<file path="config.mk">
export PLATFORM = sky130hd
export DESIGN_NAME = led_matrix_scanner
export DESIGN_NICKNAME = d
export VERILOG_FILES = /design/src/rtl/led_matrix_scanner.sv
export SDC_FILE = /design/constraint.sdc
export NUM_CORES = 1
export LEC_CHECK = 0
export ABC_AREA = 1
export CAP_MARGIN = 20
export CORE_MARGIN = 2
export CORE_UTILIZATION = 29
export CTS_BUF_LIST = sky130_fd_sc_hd__clkbuf_8 sky130_fd_sc_hd__clkbuf_16
export DETAILED_ROUTE_END_ITERATION = 6
export PLACE_DENSITY_LB_ADDON = 0.12
export SETUP_SLACK_MARGIN = 0.1
export SYNTH_ARGS = -nofsm -noshare
export SYNTH_HDL_FRONTEND = slang
export SYNTH_SLANG_ARGS = --single-unit
</file>
<file path="constraint.sdc">
create_clock -name clk -period 3.3 [get_ports clk]
set_input_delay 0.33 -clock clk [delete_from_list [all_inputs] [get_ports clk]]
set_output_delay 0.33 -clock clk [all_outputs]
set_load 0.1 [all_outputs]
</file>
<file path="src/rtl/led_matrix_scanner.sv">
`default_nettype none
// ============================================================================
// Module   : led_matrix_scanner
// Brief    : Column-scanned driver for a 5x7 LED matrix. Mirrors three column
//            patterns onto five columns; latches the image once per frame.
//            Define MATRIX_SCAN_BLANK_EN to insert an all-off cycle between columns.
// Revision : 1.0 - initial release
// ============================================================================
module led_matrix_scanner #(
    parameter int DWELL = 1000
) (
    input  logic       clk,
    input  logic       rst_n,
    input  logic       enable,
    input  logic [6:0] col_2,
    input  logic [6:0] col_1,
    input  logic [6:0] col_0,
    output logic [4:0] col_sel_n,
    output logic [6:0] row,
    output logic       frame_done
);

    localparam int             CW          = (DWELL > 1) ? $clog2(DWELL) : 1;
    localparam logic [CW-1:0]  c_dwell_last = CW'(DWELL - 1);
    localparam logic [4:0]     c_sel_off    = 5'b11111;

    typedef enum logic [1:0] {
        S_IDLE  = 2'd0,
        S_LATCH = 2'd1,
        S_DRIVE = 2'd2,
        S_BLANK = 2'd3
    } state_t;

    state_t          r_state;
    logic [2:0]      r_col;
    logic [CW-1:0]   r_dwell;
    logic [6:0]      r_sh2;
    logic [6:0]      r_sh1;
    logic [6:0]      r_sh0;
    logic [2:0]      w_next_col;

    assign w_next_col = r_col + 3'd1;

    function automatic logic [6:0] pick(input logic [2:0] k, input logic [6:0] a2,
                                        input logic [6:0] a1, input logic [6:0] a0);
        case (k)
            3'd1, 3'd3: return a1;
            3'd2:       return a0;
            default:    return a2;
        endcase
    endfunction

    function automatic logic [4:0] sel_n(input logic [2:0] k);
        return ~(5'b00001 << k);
    endfunction

    always_ff @(posedge clk or negedge rst_n) begin
        if (!rst_n) begin
            r_state    <= S_IDLE;
            r_col      <= 3'd0;
            r_dwell    <= '0;
            r_sh2      <= 7'd0;
            r_sh1      <= 7'd0;
            r_sh0      <= 7'd0;
            col_sel_n  <= c_sel_off;
            row        <= 7'd0;
            frame_done <= 1'b0;
        end else begin
            frame_done <= 1'b0;
            if (!enable) begin
                // Any disable abandons the frame; re-enable restarts from LATCH.
                r_state   <= S_IDLE;
                r_col     <= 3'd0;
                r_dwell   <= '0;
                col_sel_n <= c_sel_off;
                row       <= 7'd0;
            end else begin
                case (r_state)
                    S_IDLE: begin
                        r_state   <= S_LATCH;
                        col_sel_n <= c_sel_off;
                        row       <= 7'd0;
                    end
                    S_LATCH: begin
                        r_sh2     <= col_2;
                        r_sh1     <= col_1;
                        r_sh0     <= col_0;
                        r_col     <= 3'd0;
                        r_dwell   <= '0;
                        r_state   <= S_DRIVE;
                        col_sel_n <= sel_n(3'd0);
                        // Same value being captured into r_sh2 on this edge.
                        row       <= col_2;
                    end
                    S_DRIVE: begin
                        if (r_dwell == c_dwell_last) begin
                            r_dwell <= '0;
                            if (r_col == 3'd4) begin
                                r_state    <= S_LATCH;
                                frame_done <= 1'b1;
                                col_sel_n  <= c_sel_off;
                                row        <= 7'd0;
                            end else begin
                                r_col <= w_next_col;
`ifdef MATRIX_SCAN_BLANK_EN
                                r_state   <= S_BLANK;
                                col_sel_n <= c_sel_off;
                                row       <= 7'd0;
`else
                                col_sel_n <= sel_n(w_next_col);
                                row       <= pick(w_next_col, r_sh2, r_sh1, r_sh0);
`endif
                            end
                        end else begin
                            r_dwell <= r_dwell + CW'(1);
                        end
                    end
                    S_BLANK: begin
                        r_state   <= S_DRIVE;
                        col_sel_n <= sel_n(r_col);
                        row       <= pick(r_col, r_sh2, r_sh1, r_sh0);
                    end
                    default: begin
                        r_state   <= S_IDLE;
                        col_sel_n <= c_sel_off;
                        row       <= 7'd0;
                    end
                endcase
            end
        end
    end

endmodule
`default_nettype wire

</file>
After elaboration in Yosys (flattened, before gate mapping)
Index checks and enable logic that the tools add are counted.
{"block": "word_totals", "ff_bits": 49, "out_inout_bits": 13}
{"block": "classes", "addsub": 2, "n_eq_ne": 15, "shift": 2, "n_mux": 25, "n_bitwise": 2, "reduce_logical": 7}
{"operator": "7-bit case mux with 2 select lines", "count": 2}
{"operator": "7-bit case mux with 4 select lines", "count": 1}
{"operator": "7-bit 2-to-1 mux", "count": 3}
{"operator": "10-bit 2-to-1 mux", "count": 2}
{"operator": "10-bit case mux with 2 select lines", "count": 1}
{"operator": "5-bit case mux with 4 select lines", "count": 1}
{"operator": "5-bit 2-to-1 mux", "count": 3}
{"operator": "3-bit by 2-bit == test with 1-bit output, second input constant", "count": 4}
{"operator": "10-bit by 1-bit adder with 10-bit output, second input constant", "count": 1}
{"operator": "10-bit == test, second input constant", "count": 1}
{"operator": "5-bit inverter", "count": 2}
{"operator": "1-bit by 3-bit << shifter with 5-bit output, first input constant", "count": 2}
{"operator": "3-bit 2-to-1 mux", "count": 3}
{"operator": "3-bit != test, second input constant", "count": 3}
{"operator": "3-bit by 1-bit == test with 1-bit output, second input constant", "count": 2}
{"operator": "2-bit 2-to-1 mux", "count": 3}
{"operator": "2-bit case mux with 3 select lines", "count": 1}
{"operator": "3-bit case mux with 2 select lines", "count": 1}
{"operator": "2-bit OR reduction", "count": 3}
{"operator": "2-bit == test, second input constant", "count": 2}
{"operator": "1-bit 2-to-1 mux", "count": 4}
{"operator": "2-bit AND reduction", "count": 2}
{"operator": "3-bit by 1-bit adder with 3-bit output, second input constant", "count": 1}
{"operator": "3-bit == test, second input constant", "count": 1}
{"operator": "other kinds (4)", "count": 4}

Longest topological paths before layout
{"block": "depth", "depth_word": 8, "depth_mapped": 11}

Worst setup path before layout
OpenSTA, ideal clock, no wires.
{"block": "synth_timing", "path_kind": "register to register", "startpoint": "register r_col[0]", "endpoint": "register row[2]", "setup_ps": 120, "arrival_time_ps": 1612, "slack_ps": 1568, "stages_incl_launch_ff": 12, "period_less_slack_ps": 1732, "path_cell_list": "dfrtp_1 ha_1 ha_1 nand2_1 nand3_1 buf_2 nor2_1 nor2_1 nand2_1 nand3_1 nand2_1 nand2_1"}
{"block": "synth_via", "elab_chain_len": 8, "word_cells_on_any_way": 16, "classes_between": "add/sub: 1; eq/ne: 7; mux: 6; reduce/logical: 2"}
{"item": "start, declared", "line": "35", "source": "logic [2:0] r_col;"}
{"item": "start signal, assigned", "line": "104", "source": "r_col <= w_next_col;"}
{"item": "3-bit by 1-bit adder with 3-bit output", "line": "42", "source": "assign w_next_col = r_col + 3'd1;"}
{"item": "3-bit by 1-bit == test with 1-bit output / 3-bit by 2-bit == test with 1-bit output (equally long branches)", "line": "46", "source": "case (k)"}
{"item": "2-bit OR reduction", "line": "46"}
{"item": "7-bit case mux with 2 select lines", "line": "46"}
{"item": "7-bit 2-to-1 mux", "line": "98", "source": "if (r_col == 3'd4) begin"}
{"item": "7-bit 2-to-1 mux", "line": "96", "source": "if (r_dwell == c_dwell_last) begin"}
{"item": "7-bit case mux with 4 select lines *", "line": "78", "source": "case (r_state)"}
{"item": "7-bit 2-to-1 mux *", "line": "70", "source": "if (!enable) begin"}
{"item": "end signal, assigned", "line": "93", "source": "row <= col_2;"}
{"item": "end signal, assigned", "line": "111", "source": "row <= pick(w_next_col, r_sh2, r_sh1, r_sh0);"}
{"item": "end signal, assigned", "line": "121", "source": "row <= pick(r_col, r_sh2, r_sh1, r_sh0);"}
{"item": "end, declared", "line": "19", "source": "output logic [6:0] row,"}
Every way passes the cells marked *; elsewhere a longest branch is shown, timed or not. The select of a mux whose other input is x is not followed.
A chain may end at the register's enable or synchronous reset.

Worst setup path in the final report
{"block": "layout_timing", "startpoint": "register col_sel_n[3]", "endpoint": "output port col_sel_n[3]"}
{"item": "start, declared", "line": "18", "source": "output logic [4:0] col_sel_n,"}
{"item": "start signal, assigned", "line": "65", "source": "col_sel_n <= c_sel_off;"}
{"item": "start signal, assigned", "line": "75", "source": "col_sel_n <= c_sel_off;"}
{"item": "start signal, assigned", "line": "81", "source": "col_sel_n <= c_sel_off;"}
No word-level cell between the ends.

==> results.ini <==
[placed_design]
place_inst = 521
io_buffer_count = 36
post-dp-hpwl_um = 5420
gp_congestion = 0.821

[clock_network]
cts_resized = 0
cts_tree = done
root_buffer = clkbuf_8
cts_hold_buf = 0
clock_latency_ns = 0.31
cts_buffers = 5
cts_buffer_depth = 2
postCtsSetupBuffers = 0
cts_max_level = 2
numClockSinks = 49
path_clk_slew_ns = 0.10

[layout]
synthToLayoutAreaGrowth_pct = 21.6
layout-drive-gt1-share = 0.0837
fin_nets = 448
antenna_cells = 0
fill_cells = 971
final_cells = 529

[logic_synthesis]
synthCells = 378
yosys-top-cells-area = dfrtp_1 40%, nand2_1 21%, nand3_1 6.2%
synth_seq_area_share = 0.449
synth.distinct_cells = 27
syn-num-nets = 409
yosys.area.top_type_share = 0.401
syn_area_mm2 = 0.00274
syn_avg_cell_area_um2 = 7.26
synth_top_area_cell = dfrtp_1
ys_ff_latch = 49
yosysWarnings = 0

[timing]
tightest_slew_ns = 0.979
rsz0062_at_grt = false
clock_skew_ns = 0.00853
maxSlewViolCount = 0
fin_crit_sh = 0.700
max_slew_margin = 0.345
finalHoldViolations = 0
setup_viol_count_final = 0
fin_crit_ns = 2.31
setup_tns_ns = 0
fmax_mhz = 433

[floorplan]
start_util = 0.298
core_mm2 = 0.00920
fp-row-count = 35
die_y_um = 101
fp.dieW_um = 101
die-area_mm2 = 0.0103
io-pin-count = 37

[critical_path]
endpoint_kind = output port
worstPathRequired_ns = 2.97
crit_slowest_cell = clkdlybuf4s50_1
reg2reg_slack_ns = 1.20
path_cells = clkdlybuf4s50_1
cpPeakStageDelay_ns = 1.12
critPathTopFamily = buffers and inverters
startpoint_type = flip-flop
reg2regPathDepth = 10
rr_startpoint = r_col[0]
cp.arrival_ns = 1.98
cp_num_buf_inv = 1
crit_fanout = 2
setup.worst_path.class = flip-flop to output port
r2r-end = row[6]

[global_route]
grt_start_max_net_pins = 27
grt_util_all_layers = 0.151
grt_antenna_before_repair = 0
grt_pass1_wl_um = 12000
grt_pass1_vias = 2289
grt_overflow = 0

[route]
wirelength_um = 7210
post_drt_via_cell_ratio = 4.60
wl_per_cell_um = 13.6
antenna_left = 0
drtIter0Drc = 206
vias = 2431
drc = 0
dr.pass1.iters = 5

[power]
peakVddDrop_mv = 0.360
powerDensity_mw_per_mm2 = 753
p_leak_uw = 0.00161

[status]
outcome = finished, final reports clean

[min_path]
hold_path_class = input port to async pin

[flow_run]
cap_viol_max_count = 0

-- kinds of logic (layout without fill, tap and decap cells) --
| family | after synthesis | count (layout) | share of synthesized area |
|---|---|---|---|
| compound gates | 35 | 35 | 0.0680 |
| xor+xnor | 1 | 1 | 0.00319 |
| fa+ha+maj | 7 | 7 | 0.0319 |
| buf+inv | 46 | 86 | 0.0689 |
| flops | 49 | 49 | 0.449 |
| simple gates | 240 | 240 | 0.379 |
-- final cells by class --
| cell class | count | area, um2 | area share |
|---|---|---|---|
| multi-input cells | 283 | 1320 | 0.396 |
| flip-flops and latches | 49 | 1230 | 0.369 |
| repair buffers | 38 | 370 | 0.111 |
| inverters | 40 | 153 | 0.0458 |
| well taps | 111 | 139 | 0.0416 |
| clock buffers | 6 | 82.6 | 0.0248 |
| clock inverters | 2 | 37.5 | 0.0113 |
-- state kept, by name (all words and copies together) (netlist names) --
register,cells
r_dwell,10
col_sel_n,5
frame_done,1
r_state,2
r_sh1,7
row,7
r_col,3
r_sh0,7
r_sh2,7
-- synthesized netlist by cell type, drive strengths merged --
master / n
a21oi: 9
nor2: 38
inv: 40
dfstp: 5
a22oi: 1
nor3: 4
o22ai: 5
ha: 7
buf: 6
nand3: 37
o21ai: 18
a31oi: 2
xnor2: 1
dfrtp: 44
nand4: 3
nand2: 158
-- layer usage --
metal / GRT usage / wire [um] / vias up
li1: - / - / 1271
met1: 0.234 / 3830 / 1071
met2: 0.211 / 2830 / 84
met3: 0.0311 / 455 / 5
met4: 0.0437 / 87 / 0
met5: 0 / 0 / -
-- how the worst max path moves through the flow --
stage	start	end	slack, ns	cells past startpoint
floorplan	r_col[0]	row[2]	1.57	11
global placement	enable	r_sh2[3]	1.16	6
detailed placement	enable	r_sh2[3]	1.17	6
CTS	col_sel_n[3]	col_sel_n[3]	0.97	1
global route	col_sel_n[1]	col_sel_n[1]	0.94	1
finish	col_sel_n[3]	col_sel_n[3]	0.99	1
-- placed cells by master, fill, tap and decap left out --
cell type,instances
nand2_4,2
a22oi_1,1
a21oi_1,9
nor2_4,2
nand2_1,155
nand3_1,34
clkdlybuf4s50_1,35
clkinvlp_4,1
inv_1,34
nand2_2,1
buf_2,1
inv_2,5
dfstp_2,5
clkbuf_8,6
bufinv_16,1
o21ai_1,1
buf_4,2
dfrtp_1,44
nor2_8,1
ha_1,7
nor2_1,33
nand4_1,3
nor2_2,2
o22ai_1,5
inv_4,1
o21ai_0,17
nand3_2,3
a31oi_1,2
xnor2_1,1
nor3_1,2
nor3_2,2
-- through the flow --
stage / power [uW] / area [um2] / hold WS, ns / util / setup slack [ns]
final: 2510 / 3340 / 0.00995 / 0.363 / 0.991
after global routing: 2710 / 3340 / 0.0603 / 0.363 / 0.941
after CTS: 2530 / 3340 / 0.0381 / 0.363 / 0.974
after detailed placement: 2060 / 3220 / 0.381 / 0.350 / 1.17
after global placement: 2060 / 3220 / 0.373 / 0.350 / 1.16
after floorplan: 1750 / 2740 / 0.0344 / - / 1.57
-- power by group --
group	internal [uW]	total [uW]	switching (uW)
clock network	247	461	215
logic	322	1110	788
registers	793	941	148
total	1360	2510	1150
(Power assumes the default switching activity.)
==> variant 1, RTL diff (same settings) <==
Re-encode `state_t` (4 states) as one-hot, 4 bits wide.
--- a/src/rtl/led_matrix_scanner.sv
+++ b/src/rtl/led_matrix_scanner.sv
@@ -24,11 +24,11 @@
     localparam logic [CW-1:0]  c_dwell_last = CW'(DWELL - 1);
     localparam logic [4:0]     c_sel_off    = 5'b11111;
 
-    typedef enum logic [1:0] {
-        S_IDLE  = 2'd0,
-        S_LATCH = 2'd1,
-        S_DRIVE = 2'd2,
-        S_BLANK = 2'd3
+    typedef enum logic [3:0] {
+        S_IDLE  = 4'b0001,
+        S_LATCH = 4'b0010,
+        S_DRIVE = 4'b0100,
+        S_BLANK = 4'b1000
     } state_t;
 
     state_t          r_state;
Formal check against the unedited RTL: no difference found for any inputs over 10 cycles, from zero or initial values and one cycle with rst_n low; not proved beyond that.
==> variant 1 against the unedited design <==
Sequential cell count is 1 higher; synthesized cell count is 15% lower; synthesized area is 6.6% lower; register-to-register slack worse by 0.13 ns; wire length is 13% lower; worst hold slack better by 0.089 ns; cell area is 6.6% lower; worst setup slack worse by 0.00070 ns; critical endpoint is now col_sel_n[4].
Power is not compared: it rests on default switching activity, and its combinational part moved more than twofold at a synthesized area within 25%.
==> variant 1: results (changes against the unedited design) <==
[synthesis]
synth_nets = 353  ; -14%
synth_commonest_cells = nand2_1, dfrtp_1, nor2_1, inv_1, nand3_1
synth_seq_area_share = 0.491  ; +0.0418
yosysUniqueCellTypes = 31  ; +15%
synthTopCellsByArea = dfrtp_1, nand2_1, dfstp_2

[placement]
gp_congestion = 0.744  ; -9.4%
dp_hpwl_um = 4490  ; -17%
place.port_buffers = 36  ; unchanged

[critical_path]
crit_start = col_sel_n[4]$_DFFE_PN1P_
r2r-start = r_col[0]$_DFFE_PN0P_
cpPeakStageDelay_ns = 1.14  ; +0.02 ns
cp_slowest_cell = clkdlybuf4s50_1
r2r_end = row[3]$_DFFE_PN0P_
regToRegSetupSlack_ns = 1.07  ; -0.13 ns

[global_route]
grt_pass1_vias = 2214  ; -3.3%
grt_use_total = 0.139  ; -0.0118
grt_start_max_net_pins = 34  ; +26%
grt_pass1_wl_um = 10900  ; -9.4%
antenna_found_initial = 0  ; unchanged

[timing]
worstMarginPinSlew_ns = 0.984  ; +0.00506 ns
drv_slew = 0  ; unchanged
finalClockSkew_ns = 0.0136  ; +0.00504 ns

[cells_and_area]
drive_above_1_share = 0.0808  ; -0.00295
nNetsFinal = 388  ; -13%

[drt]
viasPerCell = 4.56  ; -0.84%
drt_pass1_iterations = 4  ; -1
wl_per_cell_um = 13.5  ; -1.1%
initialDrtViolationCount = 62  ; -70%

[power]
switching_power_mw = 0.605

[worst_hold_path]
hp-class = in2async

[status]
status = complete, no violations

[clock_network]
clk_latency_ns = 0.31  ; about the same
ctsResizeCount = 0  ; unchanged

==> variant 1: cell type report <==
cell class / count / area (µm²)
Clock buffer: 5 / 68.8
Clock inverter: 3 / 45.0
Fill cell: 956 / 5520
Inverter: 39 / 146
Multi-Input combinational cell: 224 / 1090
Sequential cell: 50 / 1260
Tap cell: 108 / 135
Timing Repair Buffer: 38 / 370
==> variant 1: per-layer routing <==
metal,up-vias,part of all wire,track usage
li1,1095,-,-
met1,993,0.49,0.188
met2,34,0.47,0.233
met3,6,0.032,0.0279
met4,0,0.0079,0.0310
met5,-,0,0
==> variant 1: worst max-delay path by stage <==
stage	to	slack, ns	depth (start not counted)
2_1_floorplan	row[3]$_DFFE_PN0P_	1.74	9
3_3_place_gp	row[3]$_DFFE_PN0P_	1.03	10
3_5_place_dp	row[5]$_DFFE_PN0P_	1.01	7
4_1_cts	col_sel_n[4]	0.97	1
5_1_grt	row[3]$_DFFE_PN0P_	0.76	9
6_report	col_sel_n[4]	0.99	1
==> variant 1: cells by family (layout without fill, tap and decap cells) <==
| kind of cell | after synthesis | after routing | share of synthesized area |
|---|---|---|---|
| buf+inv | 49 | 85 | 0.0835 |
| xor+xnor | 1 | 1 | 0.00342 |
| simple gates | 174 | 174 | 0.296 |
| compound gates | 43 | 43 | 0.0967 |
| fa+ha+maj | 6 | 6 | 0.0293 |
| flops | 50 | 50 | 0.491 |
==> variant 1: stage by stage <==
step	std cells	util	setup slack (ns)	hold slack [ns]	instance area, µm²
2_1_floorplan	323	-	1.74	0.0344	2560
3_5_place_dp	459	0.347	1.01	0.463	3000
6_report	467	0.361	0.990	0.0994	3110
5_1_grt	467	0.361	0.764	0.158	3110
3_3_place_gp	459	0.347	1.03	0.456	3000
4_1_cts	467	0.361	0.966	0.132	3110
==> variant 1: power groups by stage <==
stage	logic, mW	clock network (mW)	registers (mW)
after global placement	0.468	0	0.850
after detailed placement	0.472	0	0.853
final	0.465	0.448	0.839
after CTS	0.474	0.465	0.841
after global routing	0.530	0.484	0.861
after floorplan	0.269	0	0.913
==> variant 2, RTL diff (same flow settings) <==
Without the edit above. Add a define of `MATRIX_SCAN_BLANK_EN`.
--- a/src/rtl/led_matrix_scanner.sv
+++ b/src/rtl/led_matrix_scanner.sv
@@ -6,6 +6,8 @@
 //            Define MATRIX_SCAN_BLANK_EN to insert an all-off cycle between columns.
 // Revision : 1.0 - initial release
 // ============================================================================
+`define MATRIX_SCAN_BLANK_EN
+
 module led_matrix_scanner #(
     parameter int DWELL = 1000
 ) (
Check against the original RTL: same outputs for any inputs over 10 cycles, from zero or initial values and one cycle with rst_n low; that may be too few to reach the edited logic, so the function may still have changed.
==> variant 2 against the unedited design <==
Via count decreased by 19%; wire length shrank 24%; sequential cell count unchanged; cell area decreased by 10%; clock skew is 0.0012 ns lower; synthesized area shrank 11%; worst setup slack worse by 0.0096 ns; critical path depth stayed put; highest routed layer unchanged.
Power is not compared: it rests on default switching activity, and its combinational part moved more than twofold at a synthesized area within 25%.
==> variant 2: results (changes against the unedited design) <==
[status]
status = complete, no violations

[drt]
drt_wl_total_um = 5470  ; -24%
dr_wl_met2_um = 2450  ; -13%
drt_pass1_iterations = 4  ; -1
vias = 1962  ; -19%
dr.max_layer_used = met4
drt-met1-wl_um = 2750  ; -28%
initialDrtViolationCount = 54  ; -74%
wl_met3_um = 217  ; -52%

[synthesis]
synth_nets = 333  ; -19%
synth-xor-area-share = 0.00357  ; +0.000376
synthTopCellsByArea = dfrtp_1, nand2_1, dfstp_2
synth_commonest_cells = nand2_1, dfrtp_1, inv_1, nor2_1
synth_seq_area_share = 0.502  ; +0.0529
synth_compound_area_frac = 0.0979  ; +0.0299
synth_mux_area_frac = 0  ; unchanged
synthAdderAreaFrac = 0.0306  ; -0.00134

[clock_network]
cts_made_buffers = 5  ; unchanged
cts_htree_levels = 2  ; unchanged
clk_pin_slew_ns = 0.09
root_buffer = clkbuf_8

[global_route]
use_met1 = 0.179  ; -0.0550
use_met3 = 0.0266  ; -0.00443
grt_start_max_net_pins = 33  ; +22%
grt_pass1_wl_um = 9240  ; -23%
grt_use_total = 0.131  ; -0.0199
use_met2 = 0.209  ; -0.00199

[cells_and_area]
drive_above_1_share = 0.0997  ; +0.0160
top_register = r_dwell
nNetsFinal = 370  ; -17%

[critical_path]
endpoint = col_sel_n[0]
regToRegSetupSlack_ns = 1.60  ; +0.40 ns
reg2reg_depth = 11  ; +1
cp_slowest_cell = clkdlybuf4s50_1
crit_start = col_sel_n[0]$_DFFE_PN1P_
r2r-start = r_col[0]$_DFFE_PN0P_
r2r_end = row[0]$_DFFE_PN0P_

[placement]
pre_cts_slack_ns = 1.10  ; -0.0729 ns
placed_cell_area_um2 = 2880  ; -10%
gp_congestion = 0.755  ; -8.1%
dp_hpwl_um = 3950  ; -27%

[timing]
worstMarginPinSlew_ns = 0.970  ; -0.00931 ns
finalClockSkew_ns = 0.00733  ; -0.00120 ns
final.period_utilization = 0.703  ; +0.00292

[power]
peakVddDrop_uv = 256

[variant 2: cell count changes in the layout (fill, tap and decap cells not counted), moves of 4 or more]
cell	change
o22ai_1	-5
nand3_1	-26
nor2_1	-6
inv_1	-4
nand2_1	-44
o21ai_1	+4
a21oi_1	+8
[variant 2: per-stage QoR]
step | hold slack [ns] | cells
floorplan | 0.0344 | 303
global placement | 0.446 | 438
detailed placement | 0.435 | 438
CTS | 0.0967 | 446
global route | 0.121 | 446
finish | 0.0660 | 446
[variant 2: cell families after synthesis]
kind of cell	Yosys count
compound gates	45
xor+xnor	1
fa+ha+maj	6
buf+inv	42
flops	49
simple gates	160
[variant 2: area by class of cell]
cell class              instances  area, µm²
clock buffers                   6       82.6
inverters                      34        133
flip-flops and latches         49       1230
multi-input cells             212       1010
clock inverters                 2       37.5
fillers                       864       5220
well taps                     105        131
repair buffers                 38        370
[variant 2: power breakdown]
group,total (mW),switching (mW),internal [mW]
clock,0.458,0.211,0.247
sequential,0.783,0.0652,0.718
combinational,0.432,0.287,0.144
